File: src/rtl/ps2_key_event_ctrl.sv
// ps2_key_event_ctrl
//   Decodes a stream of PS/2 set-2 scancodes into make/break key events,
//   queues them in a small FIFO for a consumer, and keeps a bitmap of which
//   game keys (arrows, space, enter, WASD) are currently held down.
//
// Ports
//   clk        system clock, rising edge
//   rst_n      asynchronous active-low reset
//   scancode   byte from the PS/2 receiver, qualified by ready
//   ready      one-cycle strobe marking a new scancode
//   ev_valid   FIFO holds at least one event
//   ev_data    head event {ext, release, code[7:0]}, zero while empty
//   ev_ready   consumer accept; pops when ev_valid is also high
//   keys       held-key bitmap (see key_index for the bit assignment)
//   overflow   sticky, set when an event is dropped on a full FIFO
//   proto_err  one-cycle pulse on a malformed prefix sequence
//   clear      synchronous clear of overflow and keys
module ps2_key_event_ctrl #(
    parameter int TIMEOUT_CYCLES = 2500000,
    parameter int FIFO_DEPTH     = 4
) (
    input  logic       clk,
    input  logic       rst_n,
    input  logic [7:0] scancode,
    input  logic       ready,
    output logic       ev_valid,
    output logic [9:0] ev_data,
    input  logic       ev_ready,
    output logic [9:0] keys,
    output logic       overflow,
    output logic       proto_err,
    input  logic       clear
);

    // FIFO_DEPTH must be a power of two (>= 2) so the pointers wrap for free.
    localparam int AW = $clog2(FIFO_DEPTH);
    localparam int CW = AW + 1;
    localparam int TW = $clog2(TIMEOUT_CYCLES + 1);

    localparam logic [7:0] SC_EXT = 8'hE0;
    localparam logic [7:0] SC_BRK = 8'hF0;

    typedef enum logic [1:0] {
        IDLE,
        GOT_E0,
        GOT_F0,
        GOT_E0F0
    } state_t;

    state_t          state;
    state_t          state_nxt;
    logic [TW-1:0]   tmr;
    logic            timeout;

    logic            emit;
    logic [9:0]      ev_word;
    logic            perr_set;

    logic [9:0]      mem [FIFO_DEPTH];
    logic [AW-1:0]   wr_ptr;
    logic [AW-1:0]   rd_ptr;
    logic [CW-1:0]   count;
    logic            full;
    logic            pop;
    logic            push_ok;
    logic            drop;

    logic [3:0]      kidx;
    logic [9:0]      keys_nxt;

    // Codes that carry no key information when seen outside a prefix:
    // Pause prefix, self-test/ack/resend/echo replies, error bytes.
    function automatic logic is_ignored(input logic [7:0] code);
        case (code)
            8'hE1, 8'hAA, 8'hFA, 8'hFE, 8'hEE, 8'h00, 8'hFF: is_ignored = 1'b1;
            default:                                         is_ignored = 1'b0;
        endcase
    endfunction

    // Bit position in keys for an {ext, code} pair; 15 means not tracked.
    // The ext flag is part of the match so keypad 8 (75) is not "up" (E0 75).
    function automatic logic [3:0] key_index(input logic ext, input logic [7:0] code);
        case ({ext, code})
            {1'b1, 8'h75}: key_index = 4'd0;
            {1'b1, 8'h72}: key_index = 4'd1;
            {1'b1, 8'h6B}: key_index = 4'd2;
            {1'b1, 8'h74}: key_index = 4'd3;
            {1'b0, 8'h29}: key_index = 4'd4;
            {1'b0, 8'h5A}: key_index = 4'd5;
            {1'b0, 8'h1D}: key_index = 4'd6;
            {1'b0, 8'h1C}: key_index = 4'd7;
            {1'b0, 8'h1B}: key_index = 4'd8;
            {1'b0, 8'h23}: key_index = 4'd9;
            default:       key_index = 4'd15;
        endcase
    endfunction

    // A prefix state gives up after TIMEOUT_CYCLES strobe-free cycles.
    assign timeout = (state != IDLE) && !ready && (tmr == TW'(TIMEOUT_CYCLES - 1));

    always_ff @(posedge clk or negedge rst_n) begin
        if (!rst_n) begin
            tmr <= '0;
        end else if (ready || (state == IDLE) || timeout) begin
            tmr <= '0;
        end else begin
            tmr <= tmr + TW'(1);
        end
    end

    always_ff @(posedge clk or negedge rst_n) begin
        if (!rst_n) begin
            state <= IDLE;
        end else begin
            state <= state_nxt;
        end
    end

    always_comb begin
        state_nxt = state;
        if (timeout) begin
            state_nxt = IDLE;
        end else if (ready) begin
            case (state)
                IDLE: begin
                    if (scancode == SC_EXT)      state_nxt = GOT_E0;
                    else if (scancode == SC_BRK) state_nxt = GOT_F0;
                end
                GOT_E0: begin
                    if (scancode == SC_BRK)      state_nxt = GOT_E0F0;
                    else if (scancode == SC_EXT) state_nxt = GOT_E0;
                    else                         state_nxt = IDLE;
                end
                GOT_F0, GOT_E0F0: state_nxt = IDLE;
                default:          state_nxt = IDLE;
            endcase
        end
    end

    always_comb begin
        emit     = 1'b0;
        ev_word  = '0;
        perr_set = 1'b0;
        if (ready) begin
            case (state)
                IDLE: begin
                    if ((scancode != SC_EXT) && (scancode != SC_BRK) && !is_ignored(scancode)) begin
                        emit    = 1'b1;
                        ev_word = {2'b00, scancode};
                    end
                end
                GOT_E0: begin
                    if ((scancode != SC_EXT) && (scancode != SC_BRK)) begin
                        emit    = 1'b1;
                        ev_word = {2'b10, scancode};
                    end
                end
                GOT_F0: begin
                    if ((scancode == SC_EXT) || (scancode == SC_BRK)) begin
                        perr_set = 1'b1;
                    end else begin
                        emit    = 1'b1;
                        ev_word = {2'b01, scancode};
                    end
                end
                GOT_E0F0: begin
                    if ((scancode == SC_EXT) || (scancode == SC_BRK)) begin
                        perr_set = 1'b1;
                    end else begin
                        emit    = 1'b1;
                        ev_word = {2'b11, scancode};
                    end
                end
                default: ;
            endcase
        end
    end

    always_ff @(posedge clk or negedge rst_n) begin
        if (!rst_n) begin
            proto_err <= 1'b0;
        end else begin
            proto_err <= perr_set;
        end
    end

    // Event FIFO. When full, a simultaneous pop frees the slot the push
    // lands in (wr_ptr == rd_ptr), so the pair is accepted and count holds.
    assign ev_valid = (count != '0);
    assign full     = (count == CW'(FIFO_DEPTH));
    assign pop      = ev_valid && ev_ready;
    assign push_ok  = emit && (!full || pop);
    assign drop     = emit && full && !pop;
    assign ev_data  = ev_valid ? mem[rd_ptr] : '0;

    always_ff @(posedge clk) begin
        if (push_ok) begin
            mem[wr_ptr] <= ev_word;
        end
    end

    always_ff @(posedge clk or negedge rst_n) begin
        if (!rst_n) begin
            wr_ptr <= '0;
            rd_ptr <= '0;
            count  <= '0;
        end else begin
            if (push_ok) wr_ptr <= wr_ptr + AW'(1);
            if (pop)     rd_ptr <= rd_ptr + AW'(1);
            case ({push_ok, pop})
                2'b10:   count <= count + CW'(1);
                2'b01:   count <= count - CW'(1);
                default: count <= count;
            endcase
        end
    end

    always_ff @(posedge clk or negedge rst_n) begin
        if (!rst_n) begin
            overflow <= 1'b0;
        end else if (drop) begin
            overflow <= 1'b1;
        end else if (clear) begin
            overflow <= 1'b0;
        end
    end

    // Held-key bitmap tracks every decoded event, dropped or not; a make in
    // the same cycle as clear still sets its own bit.
    assign kidx = key_index(ev_word[9], ev_word[7:0]);

    always_comb begin
        keys_nxt = clear ? '0 : keys;
        if (emit) begin
            for (int i = 0; i < 10; i++) begin
                if (kidx == 4'(i)) keys_nxt[i] = ~ev_word[8];
            end
        end
    end

    always_ff @(posedge clk or negedge rst_n) begin
        if (!rst_n) begin
            keys <= '0;
        end else begin
            keys <= keys_nxt;
        end
    end

endmodule
File: config.mk
export PLATFORM = sky130hd
export DESIGN_NAME = ps2_key_event_ctrl
export DESIGN_NICKNAME = d
export VERILOG_FILES = /design/src/rtl/ps2_key_event_ctrl.sv
export SDC_FILE = /design/constraint.sdc
export NUM_CORES = 1
export LEC_CHECK = 0
export ABC_AREA = 0
export CAP_MARGIN = 20
export CELL_PAD_IN_SITES_DETAIL_PLACEMENT = 0
export CELL_PAD_IN_SITES_GLOBAL_PLACEMENT = 1
export CORE_UTILIZATION = 50
export DETAILED_ROUTE_END_ITERATION = 8
export PLACE_DENSITY = 0.83
export SLEW_MARGIN = 30
export SYNTH_ARGS = -nofsm -noshare
export SYNTH_HDL_FRONTEND = slang
export SYNTH_SLANG_ARGS = --single-unit
File: constraint.sdc
create_clock -name clk -period 3.9 [get_ports clk]
set_input_delay 0.39 -clock clk [delete_from_list [all_inputs] [get_ports clk]]
set_output_delay 0.39 -clock clk [all_outputs]
set_load 0.03 [all_outputs]
Word level (Yosys, flattened, before mapping)
Memories as Yosys holds them, arrays and structs flattened.
Index checks and enable logic that the tools add are counted.
Word-level totals
  logic and storage cells: 123
  memories kept: 1
  memory bits (writable): 40
  register bits after elaboration: 43
  output and inout port bits: 23
Memory list
  mem: depth 4, bits a word 10, rd ports 1, clocked after Yosys merged registers in 0, wr ports 1, RTL line 59  | logic [9:0] mem [FIFO_DEPTH];
Operators by class
  bitwise gates (word level): 1
  mux-type cells: 44
  reductions and logical operators: 27
  equality and inequality tests: 37
  add/sub/neg operators: 5
Operator list (number)
  $eq 8x8->1 const B: 8
  $mux 10: 6
  $pmux 10 s4: 1
  $pmux 4 s10: 1
  $eq 9x9->1 const B: 4
  $eq 9x5->1 const B: 3
  $mux 1: 25
  $add 22x1->22 const B: 1
  $eq 22x22->1 const B: 1
  $mux 22: 1
  $eq 9x6->1 const B: 2
  $eq 4x3->1 const B: 4
  $ne 8x8->1 const B: 2
  $mux 2: 5
  $eq 9x7->1 const B: 1
  $mux 9: 1
  $eq 4x2->1 const B: 2
  $eq 4x4->1 const B: 2
  $logic_and 1x1->1: 8
  $logic_not 8->1: 1
  $mux 8: 1
  $reduce_bool 2->1: 4
  $reduce_or 7->1: 1
  $eq 2x2->1 const B: 3
  18 further kinds: 26

Logic depth before layout (Yosys ltp)
Gate-level depths: netlist of the first run.
  depth after elaboration: 15
  depth in mapped cells: 13

Least setup slack after synthesis of the first run
Ideal clock, no wire load.
  path type: input to register
  start: in scancode[2]
  end: reg count[2]
  stages on the path: 13
  setup time: 0.079 ns
  path slack: 1.477 ns
  arrival time: 2.344 ns
  path through: buf_4 > or2_2 > o22ai_1 > and4_1 > buf_4 > nor3_4 > inv_1 > ha_1 > inv_1 > fa_1 > xor2_1 > nor2_1 > xor2_1
Between the ends
  word-level cells in the longest chain between the ends: 13
  elaborated cells between the ends (all ways): 29
  classes of those cells: eq/ne: 12; mux: 9; reduce/logical: 8
RTL lines
  start: declaration: RTL line 24  | input logic [7:0] scancode,
  $eq 8x8->1 or $logic_not 8->1 (tied branches): RTL line 74  | case (code)
  $reduce_or 7->1: RTL line 74
  $mux 1: RTL line 74
  $mux 1: RTL line 145  | case (state)
  $mux 1: RTL line 144  | if (ready) begin
  $logic_not 1->1: RTL line 147  | if ((scancode != SC_EXT) && (scancode != SC_BRK) && !is_ignored(scancode)) begin
  $logic_and 1x1->1: RTL line 147
  $mux 1: RTL line 147
  $pmux 1 s3 *: RTL line 145
  $mux 1 *: RTL line 144
  $logic_and 1x1->1 *: RTL line 192  | assign push_ok = emit && (!full || pop);
  $eq 2x1->1 or $eq 2x2->1 (tied branches): RTL line 210  | case ({push_ok, pop})
  $pmux 3 s2 or $reduce_bool 2->1 (tied branches)
  end signal: assignment: RTL line 211  | 2'b10: count <= count + CW'(1);
  end signal: assignment: RTL line 212  | 2'b01: count <= count - CW'(1);
  end signal: assignment: RTL line 213  | default: count <= count;
  end: declaration: RTL line 62  | logic [CW-1:0] count;
Mark *: on every way between the ends. The rest lies on a longest branch, timed or not. The select of a mux whose other input is x is not followed.
A chain may end at the register's enable or synchronous reset.

Final worst setup path of the first run
Same ends and word-level chain as after synthesis.

==> impl_metrics.yaml, run 1 <==
clock_tree:
  tritoncts: "built"
  h-tree-depth: 3
  cts-resized-gates: 0
  cts_sinks: 83
  ctsRootBufferMaster: "clkbuf_8"
  cts_hold_buf: 0
  cts_buffers: 9
  postCtsSetupRepairBufs: 0
  clk_transition_reported_paths_ns: 0.09
  clockBufferDepth: 2
  insertion_delay_ns: 0.35
sta:
  rsz0062_at_grt: "false"
  max_freq_ghz: 0.345
  worst_pin_slew_ns: 0.885
  fin_ws_ns: 1.00
  finalCritPeriodShare_pct: 74.2
  fin_crit_ns: 2.90
  maxSlewHeadroom_pct: 40.5
  finalHoldViolations: 0
  finalSetupViolCount: 0
  clock_skew_ns: 0.00715
  setup_tns_ns: 0
  slew_viol_final: 0
synth:
  synthCells: 332
  synth-main-ff-cell: "dfrtp_1"
  synth-edff-count: 40
  ys_seq_elements: 83
  ys_top_cells_by_area: "edfxtp_1 30%, dfrtp_1 27%, mux4_2 5.6%, and2_1 3.7%, xor2_1 3.7%"
  yosys_warnings: 0
  synth_area_um2: 4060
  synth_top_cell_area_share_pct: 29.6
  ys_seq_area_share_pct: 56.1
  syn_area_per_cell_um2: 12.2
  synth-async-reset-ratio_pct: 51.8
  synth_top_area_cell: "edfxtp_1"
  synth_nets: 352
  synth.distinct_cells: 49
global_route:
  grt-ovfl-total: 0
  antenna_found_initial: 0
  grt_first_pass_wirelength_um: 13100
  gr-usage-all-layers_pct: 20.4
  grt_pass1_vias: 2567
  grt_max_degree: 44
power:
  power_density_nw_per_um2: 540
  p_leak_uw: 0.00169
  vdd_drop_max_mv: 0.193
routing:
  initialDrtViolationCount: 125
  viasPerCell: 5.49
  drc_errors: 0
  routed_wirelength_um: 7740
  ant_nets: 0
  num_vias: 2586
  wire_per_inst_um: 16.4
  first_pass_iters: 4
floorplan:
  rows: 32
  initial_utilization_pct: 52.0
  ios: 36
  die_h_um: 92.1
  die-area_um2: 8480
  core-area_um2: 7810
  die_width_um: 92.1
place:
  io_buffer_count: 35
  hpwl_um: 5460
  place_congestion: 0.848
  place_area_um2: 4470
  dp_slack_ns: 0.655
worst_setup_path:
  r2r_end: "count[2]"
  crit_start: "scancode[2]"
  path_max_fanout: 9
  required_ns: 4.18
  end_kind: "register"
  cp_data_arrival_time_ns: 3.17
  startpoint_type: "primary input"
  critical_path_class: "primary input to register"
  timing.rr.start: "state[0]"
  rr_worst_depth: 11
  reg2reg_slack_ns: 1.27
finish:
  nets: 384
  diodes: 0
  post-route-util_pct: 59.6
  final_layout_size_suffix_gt1_share_pct: 10.3
  synthToLayoutAreaGrowth_pct: 14.7
  design_area_um2: 4650
outcome:
  outcome: "finished clean"
hold_path:
  hp-class: "primary input to asynchronous set/reset pin"
flow_run:
  cap_violations: 0
cells in the final DEF (no fill, tap or decap), drive strengths merged, types with 7 or more instances in the layout:
cell type,instances
and2,24
clkbuf,9
clkdlybuf4s50,34
dfrtp,43
edfxtp,40
inv,14
mux2i,7
mux4,10
nand2,18
nand2b,11
nand3,15
nand4,8
nor2,26
nor3,9
nor4,11
o21ai,7
xnor2,10
xor2,17
registers in the layout, indices dropped and copies added (netlist names):
register   flops
tmr           22
wr_ptr         2
overflow       1
rd_ptr         2
mem           40
count          3
state          2
proto_err      1
keys          10
final cells by class:
type	instances	area (um^2)
multi-input cells	223	1670
flip-flops and latches	83	2280
clock buffers	9	124
repair buffers	36	355
well taps	102	128
fillers	642	3150
inverters	11	41.3
clock inverters	7	60.1
critical path, cell delays in order:
cell	delay [ns]
clkdlybuf4s50_1	0.59
or2_2	0.40
o22ai_1	0.12
and4_1	0.43
nor3_4	0.12
inv_1	0.08
ha_1	0.18
inv_1	0.07
fa_1	0.38
xor2_1	0.15
nor2_1	0.11
xor2_1	0.16
layer usage:
metal / part of all wire [%] / vias up / track usage [%]
li1: - / 1260 / -
met1: 46 / 1254 / 28.6
met2: 49 / 66 / 32.5
met3: 3.5 / 6 / 3.73
met4: 1.2 / 0 / 6.64
met5: 0 / - / 0
synth_stat cells (2+ instances only):
cell type	n
mux2i_1	7
nor4b_1	2
nand2_1	18
dfrtp_1	43
xor2_1	17
nor4bb_1	2
mux4_2	10
nand2b_1	11
xnor2_1	10
buf_4	2
nor2b_1	3
edfxtp_1	40
and2_1	24
nand3b_1	6
a21oi_1	2
nor2_1	26
ha_1	6
nand3_1	15
a2111oi_0	2
or3_1	3
and4_1	3
buf_2	5
nor4_1	9
clkbuf_1	8
o21ai_0	6
and3_1	5
nor3_1	8
nand4_1	8
inv_1	11
how the worst max path moves through the flow:
stage	endpoint	slack, ns
4_1_cts	ev_data[8]	0.95
3_5_place_dp	count[2]	0.66
5_1_grt	count[2]	0.82
2_1_floorplan	count[2]	1.48
3_3_place_gp	count[2]	0.76
6_report	count[2]	1.00
where the power goes:
| part | switching (uW) | total, uW | internal [uW] |
|---|---|---|---|
| clock network | 329 | 570 | 242 |
| registers | 100 | 1160 | 1060 |
| logic | 404 | 789 | 385 |
through the flow:
step | hold slack (ns) | cells | total power [uW]
floorplan | 0.0944 | 332 | 1700
global placement | 0.467 | 455 | 1960
detailed placement | 0.500 | 455 | 1980
CTS | 0.210 | 471 | 2550
global route | 0.0513 | 471 | 2650
finish | 0.0145 | 471 | 2510
kinds of logic (layout without fill, tap and decap cells):
group | count (synthesis) | count (layout) | share of synthesized area [%]
xor+xnor | 27 | 27 | 5.83
flops | 83 | 83 | 56.1
compound gates | 18 | 18 | 3.27
simple gates | 153 | 153 | 22.1
mux | 18 | 18 | 7.55
buf+inv | 26 | 63 | 2.74
fa+ha+maj | 7 | 7 | 2.34
No activity file was read; power rests on OpenSTA's default activity.
==> run 2: changes to the inputs <==
Settings changed: CORE_UTILIZATION 50 to 42, PLACE_DENSITY 0.83 to 0.74.
Clock period 3.9 ns to 2.37 ns, I/O delays scaled along.
==> run 2 against run 1 <==
  * Final area increased by 8.9%
  * Combinational power rose by 85%
  * Via count up 5.6%
  * Sequential share of layout area down 4.0 points
  * First-iteration DRC count is 4.8% lower
  * Global-route usage decreased by 2.9 points
  * Critical path depth did not move
  * Clock power increased by 75%
  * Largest cell class unchanged
==> impl_metrics.yaml, run 2 (same netlist as run 1, synthesis figures left out) <==
sta:
  fin_crit_ns: 2.24
  slew_viol_final: 0
  maxSlewHeadroom_pct: 73.0
  whs_ns: 0.281
  finalHoldViolations: 0
  finalSetupViolCount: 0
  worst_pin_slew_ns: 0.401
  clock_skew_ns: 0.0118
  max_freq_ghz: 0.447
  finalCritPeriodShare_pct: 94.4
  rsz0062_at_grt: "false"
worst_setup_path:
  reg2reg_slack_ns: 0.18
  required_ns: 2.66
  crit_chain: "clkdlybuf4s50_1, nand3b_1, o22ai_1, and4_1, nor3_4, inv_1, ha_1, inv_1, fa_1, xor2_1, nor2_1, xor2_1"
  path_delay_family: "simple AND/OR/NAND/NOR gates"
  critPathSlowestCell: "clkdlybuf4s50_1"
  end_kind: "register"
  cp_num_buf_inv: 3
  startpoint_type: "primary input"
  path_max_fanout: 5
  cp_data_arrival_time_ns: 2.53
  critical_path_class: "primary input to register"
  max_stage_delay_ns: 0.51
hold_path:
  hp-class: "primary input to asynchronous set/reset pin"
clock_tree:
  ctsRootBufferMaster: "clkbuf_8"
  cts_sinks: 83
  tritoncts: "built"
  h-tree-depth: 3
  insertion_delay_ns: 0.36
  clk_transition_reported_paths_ns: 0.10
  clockBufferDepth: 2
  postCtsSetupRepairBufs: 0
  cts_buffers: 9
global_route:
  grt_pass1_vias: 2649
  antenna_found_initial: 0
  gr-usage-all-layers_pct: 17.6
  grt-ovfl-total: 0
  grt_max_degree: 33
  grt_first_pass_wirelength_um: 13400
flow_run:
  cap_violations: 0
power:
  combPwrFrac_pct: 33.9
  power_switching_share_pct: 33.7
  p_sw_uw: 1450
  power_density_nw_per_um2: 848
  p_total_uw: 4300
  p_int_uw: 2850
  p_leak_uw: 0.00195
  vdd_drop_max_mv: 0.390
  seq_power_share_pct: 43.0
  p_clk_share_pct: 23.2
routing:
  initialDrtViolationCount: 119
  first_pass_iters: 4
  routed_wirelength_um: 8120
  viasPerCell: 5.07
  drc_errors: 0
  wire_per_inst_um: 15.1
  num_vias: 2731
  ant_nets: 0
place:
  io_buffer_count: 35
  place_congestion: 0.845
  hpwl_um: 5710
finish:
  largest_reg_flops: 40
  diodes: 0
  largest_register: "mem"
  final_common_cell: "dfrtp_1"
  mostFrequentLayoutCells: "42 x dfrtp_1, 40 x edfxtp_1, 36 x buf_4, 26 x nor2_1, 24 x and2_1"
  synthToLayoutAreaGrowth_pct: 24.9
  final_layout_size_suffix_gt1_share_pct: 19.5
  nets: 425
  largestRegisters: "mem x40, tmr x22, keys x10"
floorplan:
  die_h_um: 100
  rows: 35
  die-area_um2: 10100
  initial_utilization_pct: 43.7
  ios: 36
  core-area_um2: 9280
  die_width_um: 100
outcome:
  outcome: "finished clean"
-- run 2: changes by cell type in the layout (fill, tap and decap cells not counted), sizes merged --
cell | before | now
clkinv | 3 | 1
dlygate4sd3 | 0 | 1
dlygate4sd2 | 0 | 10
inv | 14 | 16
dlymetal6s2s | 0 | 3
clkdlybuf4s50 | 34 | 21
buf | 2 | 42
-- run 2: layout make-up --
type                    count  area [um^2]
fillers                   828         4220
flip-flops and latches     83         2280
multi-input cells         223         1680
repair buffers             77          721
well taps                 129          161
clock buffers               9          124
clock inverters             7         67.6
inverters                  11         41.3
-- run 2: worst reg2reg max path: stages, from the launching register on --
cell	delay [ns]
dfrtp_1	0.39
or4b_4	0.57
nand2_2	0.11
nor3_4	0.04
inv_1	0.06
ha_1	0.15
inv_1	0.06
fa_1	0.37
xor2_1	0.15
nor2_1	0.10
xor2_1	0.14
-- run 2: metal layers --
layer / vias up / routed length [um] / GRT usage, %
met1: 1331 / 4040 / 24.8
met2: 44 / 3770 / 27.4
met4: 0 / 70 / 4.01
li1: 1350 / - / -
met3: 6 / 240 / 4.46
met5: - / 0 / 0
-- run 2: metrics by stage --
step | setup WS, ns | TNS (ns) | util [%] | cells | area, um^2
after floorplan | 0.0275 | 0 | - | 332 | 4060
final | 0.133 | 0 | 54.6 | 539 | 5070
after CTS | 0.0345 | 0 | 54.5 | 539 | 5060
after global placement | -0.296 | -0.405 | 52.4 | 522 | 4860
after detailed placement | -0.350 | -1.06 | 52.4 | 522 | 4860
after global routing | 0.0107 | 0 | 54.6 | 539 | 5070
-- run 2: worst paths after layout --
check / to / cells past startpoint / startpoint
setup / recovery: count[2] / 12 / scancode[0]
hold / removal: tmr[10] / 2 / rst_n
setup reg to reg: count[2] / 10 / count[0]
hold reg to reg: count[2] / 1 / count[2]
max in group asynchronous: keys[0] / 3 / rst_n
min in group clk: mem[2][2] / 2 / scancode[2]
-- run 2: power by group through the flow --
stage	registers, uW	clock network [uW]	logic (uW)
after global routing	1870	1090	1580
after detailed placement	1880	0	1580
after floorplan	1830	0	960
final	1850	996	1460
after global placement	1860	0	1560
after CTS	1850	1030	1490
-- run 2: repair_timing --
item / 4_1_cts / 5_1_grt
resized for setup: 13 / 3
hold endpoints to repair: 11 / 0
endpoints found under the setup margin: 11 / 2
cloned: 0 / 0
hold buffers: 1 / 0
